===== src/rtl/sobel_engine.sv =====
// rtl/sobel_engine.sv - 3x3 Sobel edge engine over a three-row line-buffer cache; optional macro SOBEL_THRESHOLD_EN
module sobel_engine #(
    parameter int WIDTH        = 352,
    parameter int HEIGHT       = 288,
    parameter int READ_LATENCY = 2,
    parameter int THRESHOLD    = 128
) (
    input  logic        clk,
    input  logic        rst,
    input  logic        start,
    output logic        done,
    output logic        cache_en,
    output logic        cache_we,
    output logic [31:0] cache_di,
    output logic        cache_finish,
    input  logic        row_cached,
    input  logic [31:0] doa,
    input  logic [31:0] dob,
    input  logic [31:0] doc
);

    localparam int ROW_WIDTH = WIDTH / 4;
    localparam int KW        = $clog2(ROW_WIDTH);
    localparam int RWD       = $clog2(HEIGHT + 1);
    localparam int LW        = $clog2(READ_LATENCY);

    localparam logic [KW-1:0]  K_LAST  = KW'(ROW_WIDTH - 1);
    localparam logic [KW-1:0]  K_ONE   = KW'(1);
    localparam logic [RWD-1:0] R_TWO   = RWD'(2);
    localparam logic [RWD-1:0] R_END   = RWD'(HEIGHT);
    localparam logic [LW-1:0]  WT_LAST = LW'(READ_LATENCY - 2);

    if (WIDTH % 4 != 0 || WIDTH < 8 || HEIGHT < 3 || READ_LATENCY < 2 ||
        THRESHOLD < 0 || THRESHOLD > 256) begin : g_bad_param
        $error("sobel_engine: illegal parameter set");
    end

    typedef enum logic [3:0] {
        S_IDLE, S_ZTOP, S_RD, S_WT, S_CALC, S_WR, S_FL, S_ZBOT, S_FIN
    } state_t;

    state_t state, state_nx;

    logic [KW-1:0]  z_cnt;
    logic [KW-1:0]  rd_k, cur_k;
    logic [RWD-1:0] rd_r, cur_r;
    logic [LW-1:0]  wt_cnt;
    logic [31:0]    in_a, in_b, in_c;
    logic [31:0]    a_cur, a_nxt, b_cur, b_nxt, c_cur, c_nxt;
    logic [31:0]    calc_word, flush_word;
    logic           reads_left;

    logic           en_d, we_d, fin_d, done_d;
    logic [31:0]    di_d;

    // Four output pixels from a 6-pixel span per row (left byte, centre word, right byte).
    function automatic logic [31:0] sobel_word(
        input logic [7:0]  la, input logic [31:0] ca, input logic [7:0] ra,
        input logic [7:0]  lb, input logic [31:0] cb, input logic [7:0] rb,
        input logic [7:0]  lc, input logic [31:0] cc, input logic [7:0] rc,
        input logic        zero_first,
        input logic        zero_last
    );
        logic [7:0]         a [0:5];
        logic [7:0]         b [0:5];
        logic [7:0]         c [0:5];
        logic [9:0]         s_left, s_right, s_top, s_bot;
        logic signed [10:0] gx, gy;
        logic [10:0]        ax, ay;
        logic [11:0]        mag;
        logic [7:0]         pix;
        logic [31:0]        res;
        a[0] = la; a[5] = ra;
        b[0] = lb; b[5] = rb;
        c[0] = lc; c[5] = rc;
        for (int j = 0; j < 4; j++) begin
            a[j+1] = ca[31-8*j -: 8];
            b[j+1] = cb[31-8*j -: 8];
            c[j+1] = cc[31-8*j -: 8];
        end
        res = '0;
        for (int i = 0; i < 4; i++) begin
            s_left  = {2'b00, a[i]}   + {1'b0, b[i], 1'b0}   + {2'b00, c[i]};
            s_right = {2'b00, a[i+2]} + {1'b0, b[i+2], 1'b0} + {2'b00, c[i+2]};
            s_top   = {2'b00, a[i]}   + {1'b0, a[i+1], 1'b0} + {2'b00, a[i+2]};
            s_bot   = {2'b00, c[i]}   + {1'b0, c[i+1], 1'b0} + {2'b00, c[i+2]};
            gx  = $signed({1'b0, s_right}) - $signed({1'b0, s_left});
            gy  = $signed({1'b0, s_bot})   - $signed({1'b0, s_top});
            ax  = gx[10] ? 11'(-gx) : 11'(gx);
            ay  = gy[10] ? 11'(-gy) : 11'(gy);
            mag = {1'b0, ax} + {1'b0, ay};
            pix = (mag > 12'd255) ? 8'hFF : mag[7:0];
`ifdef SOBEL_THRESHOLD_EN
            pix = ({1'b0, pix} >= 9'(THRESHOLD)) ? 8'hFF : 8'h00;
`endif
            if ((i == 0 && zero_first) || (i == 3 && zero_last)) begin
                pix = 8'h00;
            end
            res[31-8*i -: 8] = pix;
        end
        return res;
    endfunction

    // Word k-1 before the window shift, and the row-end word with a zero right neighbour after it.
    assign calc_word  = sobel_word(a_cur[7:0], a_nxt, in_a[31:24],
                                   b_cur[7:0], b_nxt, in_b[31:24],
                                   c_cur[7:0], c_nxt, in_c[31:24],
                                   cur_k == K_ONE, 1'b0);
    assign flush_word = sobel_word(a_cur[7:0], a_nxt, 8'h00,
                                   b_cur[7:0], b_nxt, 8'h00,
                                   c_cur[7:0], c_nxt, 8'h00,
                                   1'b0, 1'b1);
    assign reads_left = (rd_r != R_END);

    // State register.
    always_ff @(posedge clk) begin
        if (!rst) state <= S_IDLE;
        else      state <= state_nx;
    end

    // Next state plus the values the output registers take on entering it.
    always_comb begin
        state_nx = state;
        en_d     = 1'b0;
        we_d     = 1'b0;
        fin_d    = 1'b0;
        di_d     = 32'd0;
        done_d   = done;
        case (state)
            S_IDLE: if (start) begin
                state_nx = S_ZTOP;
                done_d   = 1'b0;
            end
            S_ZTOP: if (z_cnt == K_LAST) state_nx = S_RD;
            S_RD:   state_nx = S_WT;
            S_WT:   if (wt_cnt == WT_LAST) state_nx = S_CALC;
            S_CALC: begin
                if (cur_r >= R_TWO && cur_k != '0) begin
                    state_nx = S_WR;
                    di_d     = calc_word;
                end else begin
                    state_nx = S_RD;
                end
            end
            S_WR: begin
                if (cur_k == K_LAST) begin
                    state_nx = S_FL;
                    di_d     = flush_word;
                end else if (reads_left) begin
                    state_nx = S_RD;
                end else begin
                    state_nx = S_ZBOT;
                end
            end
            S_FL:   state_nx = reads_left ? S_RD : S_ZBOT;
            S_ZBOT: if (z_cnt == K_LAST) state_nx = S_FIN;
            S_FIN: begin
                state_nx = S_IDLE;
                done_d   = 1'b1;
            end
            default: state_nx = S_IDLE;
        endcase
        case (state_nx)
            S_ZTOP, S_ZBOT, S_WR, S_FL: begin
                en_d = 1'b1;
                we_d = 1'b1;
            end
            S_RD:  en_d  = 1'b1;
            S_FIN: fin_d = 1'b1;
            default: ;
        endcase
    end

    // Registered cache-side and host-side outputs.
    always_ff @(posedge clk) begin
        if (!rst) begin
            cache_en     <= 1'b0;
            cache_we     <= 1'b0;
            cache_di     <= 32'd0;
            cache_finish <= 1'b0;
            done         <= 1'b0;
        end else begin
            cache_en     <= en_d;
            cache_we     <= we_d;
            cache_di     <= di_d;
            cache_finish <= fin_d;
            done         <= done_d;
        end
    end

    // Read address walk, latency wait, input sampling and 3x3-word window shift.
    always_ff @(posedge clk) begin
        if (!rst) begin
            z_cnt  <= '0;
            rd_k   <= '0;
            rd_r   <= '0;
            cur_k  <= '0;
            cur_r  <= '0;
            wt_cnt <= '0;
            in_a   <= '0;
            in_b   <= '0;
            in_c   <= '0;
            a_cur  <= '0;
            a_nxt  <= '0;
            b_cur  <= '0;
            b_nxt  <= '0;
            c_cur  <= '0;
            c_nxt  <= '0;
        end else begin
            case (state)
                S_IDLE: if (start) begin
                    z_cnt <= '0;
                    rd_k  <= '0;
                    rd_r  <= '0;
                end
                S_ZTOP, S_ZBOT: z_cnt <= (z_cnt == K_LAST) ? '0 : z_cnt + K_ONE;
                S_RD: begin
                    cur_k  <= rd_k;
                    cur_r  <= rd_r;
                    wt_cnt <= '0;
                    if (rd_k == K_LAST) begin
                        rd_k <= '0;
                        rd_r <= rd_r + RWD'(1);
                    end else begin
                        rd_k <= rd_k + K_ONE;
                    end
                end
                S_WT: begin
                    if (wt_cnt == WT_LAST) begin
                        in_a <= doa;
                        in_b <= dob;
                        in_c <= doc;
                    end else begin
                        wt_cnt <= wt_cnt + LW'(1);
                    end
                end
                S_CALC: begin
                    // A new row starts with a zero left neighbour for its first word.
                    if (cur_k == '0) begin
                        a_cur <= '0;
                        b_cur <= '0;
                        c_cur <= '0;
                    end else begin
                        a_cur <= a_nxt;
                        b_cur <= b_nxt;
                        c_cur <= c_nxt;
                    end
                    a_nxt <= in_a;
                    b_nxt <= in_b;
                    c_nxt <= in_c;
                end
                default: ;
            endcase
        end
    end

    // Writes only start after two full rows were read, so the cache must report a cached row.
    assert property (@(posedge clk) disable iff (!rst) (state == S_WR) |-> row_cached);

endmodule


===== config.mk =====
export PLATFORM = sky130hd
export DESIGN_NAME = sobel_engine
export DESIGN_NICKNAME = d
export VERILOG_FILES = /design/src/rtl/sobel_engine.sv
export SDC_FILE = /design/constraint.sdc
export NUM_CORES = 1
export LEC_CHECK = 0
export ABC_AREA = 1
export CAP_MARGIN = 20
export CORE_MARGIN = 3
export CORE_UTILIZATION = 30
export DETAILED_ROUTE_END_ITERATION = 12
export GPL_TIMING_DRIVEN = 0
export SLEW_MARGIN = 25
export SYNTH_ARGS = -nofsm -noshare
export SYNTH_HDL_FRONTEND = slang
export SYNTH_SLANG_ARGS = --single-unit
export TNS_END_PERCENT = 20

===== constraint.sdc =====
create_clock -name clk -period 16.5 [get_ports clk]
set_input_delay 2.475 -clock clk [delete_from_list [all_inputs] [get_ports clk]]
set_output_delay 2.475 -clock clk [all_outputs]
set_load 0.005 [all_outputs]

==> results.tsv <==
metric	value	unit
dpl cells	4407	
die width	289	um
Bufs on Longest Clock Path	3	
syn_area_per_cell	7.41	um^2
Via density	4.80	
Hold Crit Depth	2	
Peak VDD IR	0.0000729	V
Slowest-stage cell, CP	fa_1	
Post-Syn Instances	3233	
TritonCTS buffer count	37	
Synth area leader	dfxtp_1	
Final Cycle Share	43.6	%
Worst-Skew Late Latency	0.57	ns
Worst path max stage delay	0.61	ns
Worst Hold Path EP	cur_r[4]	
total of fill cells in the finished design	8221	
top post-synthesis cells by area	dfxtp_1 (25%), fa_1 (17%), nand2_1 (9.2%)	
Hold/Removal Path Class	register to register	
outcome	finished, final reports clean	
Slew HR	31.3	%
fmax	0.139	GHz
EDFF count, synth	0	
switching power total	0.000389	W
Critical path buffers and inverters	5	
nets	3885	
CTS tree	done	
H-tree level count	2	
Ports	136	
RR Startpoint	a_nxt[9]	
clock-pin transition on the worst setup and hold timing paths	0.07	ns
initial antenna violation count	0	
P_leak	13.5	nW
crit path launch type	register	
pwr dens	59.5	nW/um^2
Synth top area share	24.6	%
commonest cells in the netlist	nand2_1 (588), inv_1 (514), nor2_1 (411), dfxtp_1 (294)	
Post-synth ARST share	0	%
internal reg-to-reg setup slack	9.31	ns
Comb pwr share	3.5	%
Yosys warning total	0	
DRC Markers	0	
Net Count, Synth	3712	
Congestion Overflow GR	0	
sw frac	23.5	%
unrepaired setup endpoints after global routing	false	
cts repair resizes	0	
clock tree sinks	294	
Worst Reg-to-Reg Cells	32	
fin. max-slew vios	0	
first-pass GRT wire length	120000	um
number of global-route vias before repair	20700	
Core ar.	78200	um^2
post-route ant nets	0	
Avg WL per Cell	17.5	um
IO Port Bufs	134	
Syn Std Cell Area	24000	um^2
final hold vios	0	
setup bufs post-CTS	0	
peak fanout along the critical path	10	
Starting DRT DRC Count	1516	
Yosys reg bits	294	
Crit Reg-Reg Endpoint	cache_di[4]	
Rows	102	
cts hold-fix bufs	0	
DIE AREA	83300	um^2
DR vias	21500	
family with the most delay on the worst path	adder cells	
sequential fraction of the synthesis area	24.6	%
share of layout cells above drive strength 1	4.31	%
total negative slack	0	ns
largest net degree at the start of global routing	14	
critical path class	register to register	
global placement routability congestion	0.971	
hold_sp	cur_r[4]	
root buf cell	clkbuf_16	
share of power burned in registers	42.9	%
max-cap viol count	0	
Starting Density	30.6	%
Post-DP HPWL	65000	um
Critical Path AT	7.61	ns
Area growth syn-to-layout	16.5	%
Cell variety after synth	44	
final WL	78400	um
Post-Layout Cell Count	4475	
GRT Overall Usage	18.8	%
Post-synth top flop	dfxtp_1	
final setup fails	0	
Antenna Cells	0	
Worst-Margin Slew	1.03	ns
Critical Path RT	16.92	ns
top-count cell post-synth	nand2_1	
Layout Skew	0.0166	ns
internal power	0.00127	W
Pre-Repair DR Iteration Count	6	
Crit. End Element	register	
Clk pwr share	53.6	%
Die Y	289	um
Final min period	7.19	ns
worst max-delay path by stage:
stage / startpoint / to / slack, ns / depth (start not counted)
finish: a_nxt[9] / cache_di[4] / 9.31 / 32
global route: a_nxt[17] / cache_di[15] / 8.75 / 33
CTS: a_nxt[9] / cache_di[7] / 9.29 / 32
detailed placement: a_nxt[9] / cache_di[4] / 9.34 / 32
global placement: a_nxt[9] / cache_di[1] / 9.38 / 32
floorplan: c_nxt[9] / cache_di[0] / 10.55 / 32
sequential cells by signal (all words and copies together), names as in the netlist:
signal,flops
z_cnt,7
a_nxt,32
cache_we,1
cache_en,1
b_nxt,32
cache_di,32
cur_k,7
b_cur,8
c_nxt,32
c_cur,8
in_c,32
in_a,32
rd_k,7
done,1
state,4
rd_r,9
a_cur,8
in_b,32
cur_r,8
cache_finish,1
metrics by stage:
step / utilization (%) / instance area [um^2] / hold WS [ns] / total power, W / setup WS (ns)
3_5_place_dp: 34.0 / 26600 / 0.447 / 0.000786 / 9.34
2_1_floorplan: - / 24000 / 0.429 / 0.000745 / 10.55
4_1_cts: 35.7 / 27900 / 0.457 / 0.00167 / 9.29
3_3_place_gp: 34.0 / 26600 / 0.444 / 0.000786 / 9.38
6_report: 35.7 / 27900 / 0.454 / 0.00166 / 9.31
5_1_grt: 35.7 / 27900 / 0.488 / 0.00170 / 8.75
final cells by class:
type	instances	area, um^2	share of cell area (%)
Buffer	83	447	1.60
Clock inverter	20	263	0.941
Multi-Input combinational cell	2331	15700	56.1
Sequential cell	294	5890	21.1
Timing Repair Buffer	134	1340	4.81
Clock buffer	48	1050	3.76
Inverter	525	1970	7.06
Tap cell	1040	1300	4.66
layout by cell type (no fill, tap or decap), types with 134 or more instances in the layout:
| cell | count |
|---|---|
| ha_1 | 175 |
| dfxtp_1 | 294 |
| inv_1 | 514 |
| nand2_1 | 588 |
| nand3_1 | 180 |
| o21ai_0 | 243 |
| fa_1 | 204 |
| clkdlybuf4s50_1 | 134 |
| a21oi_1 | 243 |
| nor2_1 | 411 |
worst register-to-register path, delay by kind of cell (launching register included):
family,cells,cell delay (ns)
xor gates and xnor gates,1,0.41
and+or+nand+nor,15,1.87
adders and majority gates,7,3.09
AOI/OAI and AO/OA,4,0.53
buffers and inverters,5,0.68
DFF,1,0.45
kinds of logic after synthesis:
group / share of synthesized area, %
flip-flops: 24.6
adder cells (fa/ha/maj): 26.2
AO/OA/AOI/OAI: 12.9
buffers and inverters: 10.1
AND/OR/NAND/NOR: 22.8
XOR/XNOR: 3.44
power by group through the flow:
stage               clock network (W)  logic (W)  registers, W
floorplan                           0  0.0000174      0.000727
global placement                    0  0.0000586      0.000728
detailed placement                  0  0.0000581      0.000728
CTS                          0.000903  0.0000586      0.000712
global route                 0.000930  0.0000627      0.000711
finish                       0.000889  0.0000589      0.000712
layer usage:
layer / part of all wire [%] / vias up / global-route usage [%]
met3: 7.0 / 115 / 4.10
met4: 2.5 / 0 / 4.80
met1: 46 / 10100 / 25.7
met5: 0 / - / 0
met2: 44 / 578 / 30.2
li1: - / 10700 / -
Power figures use the tool's default switching activity.
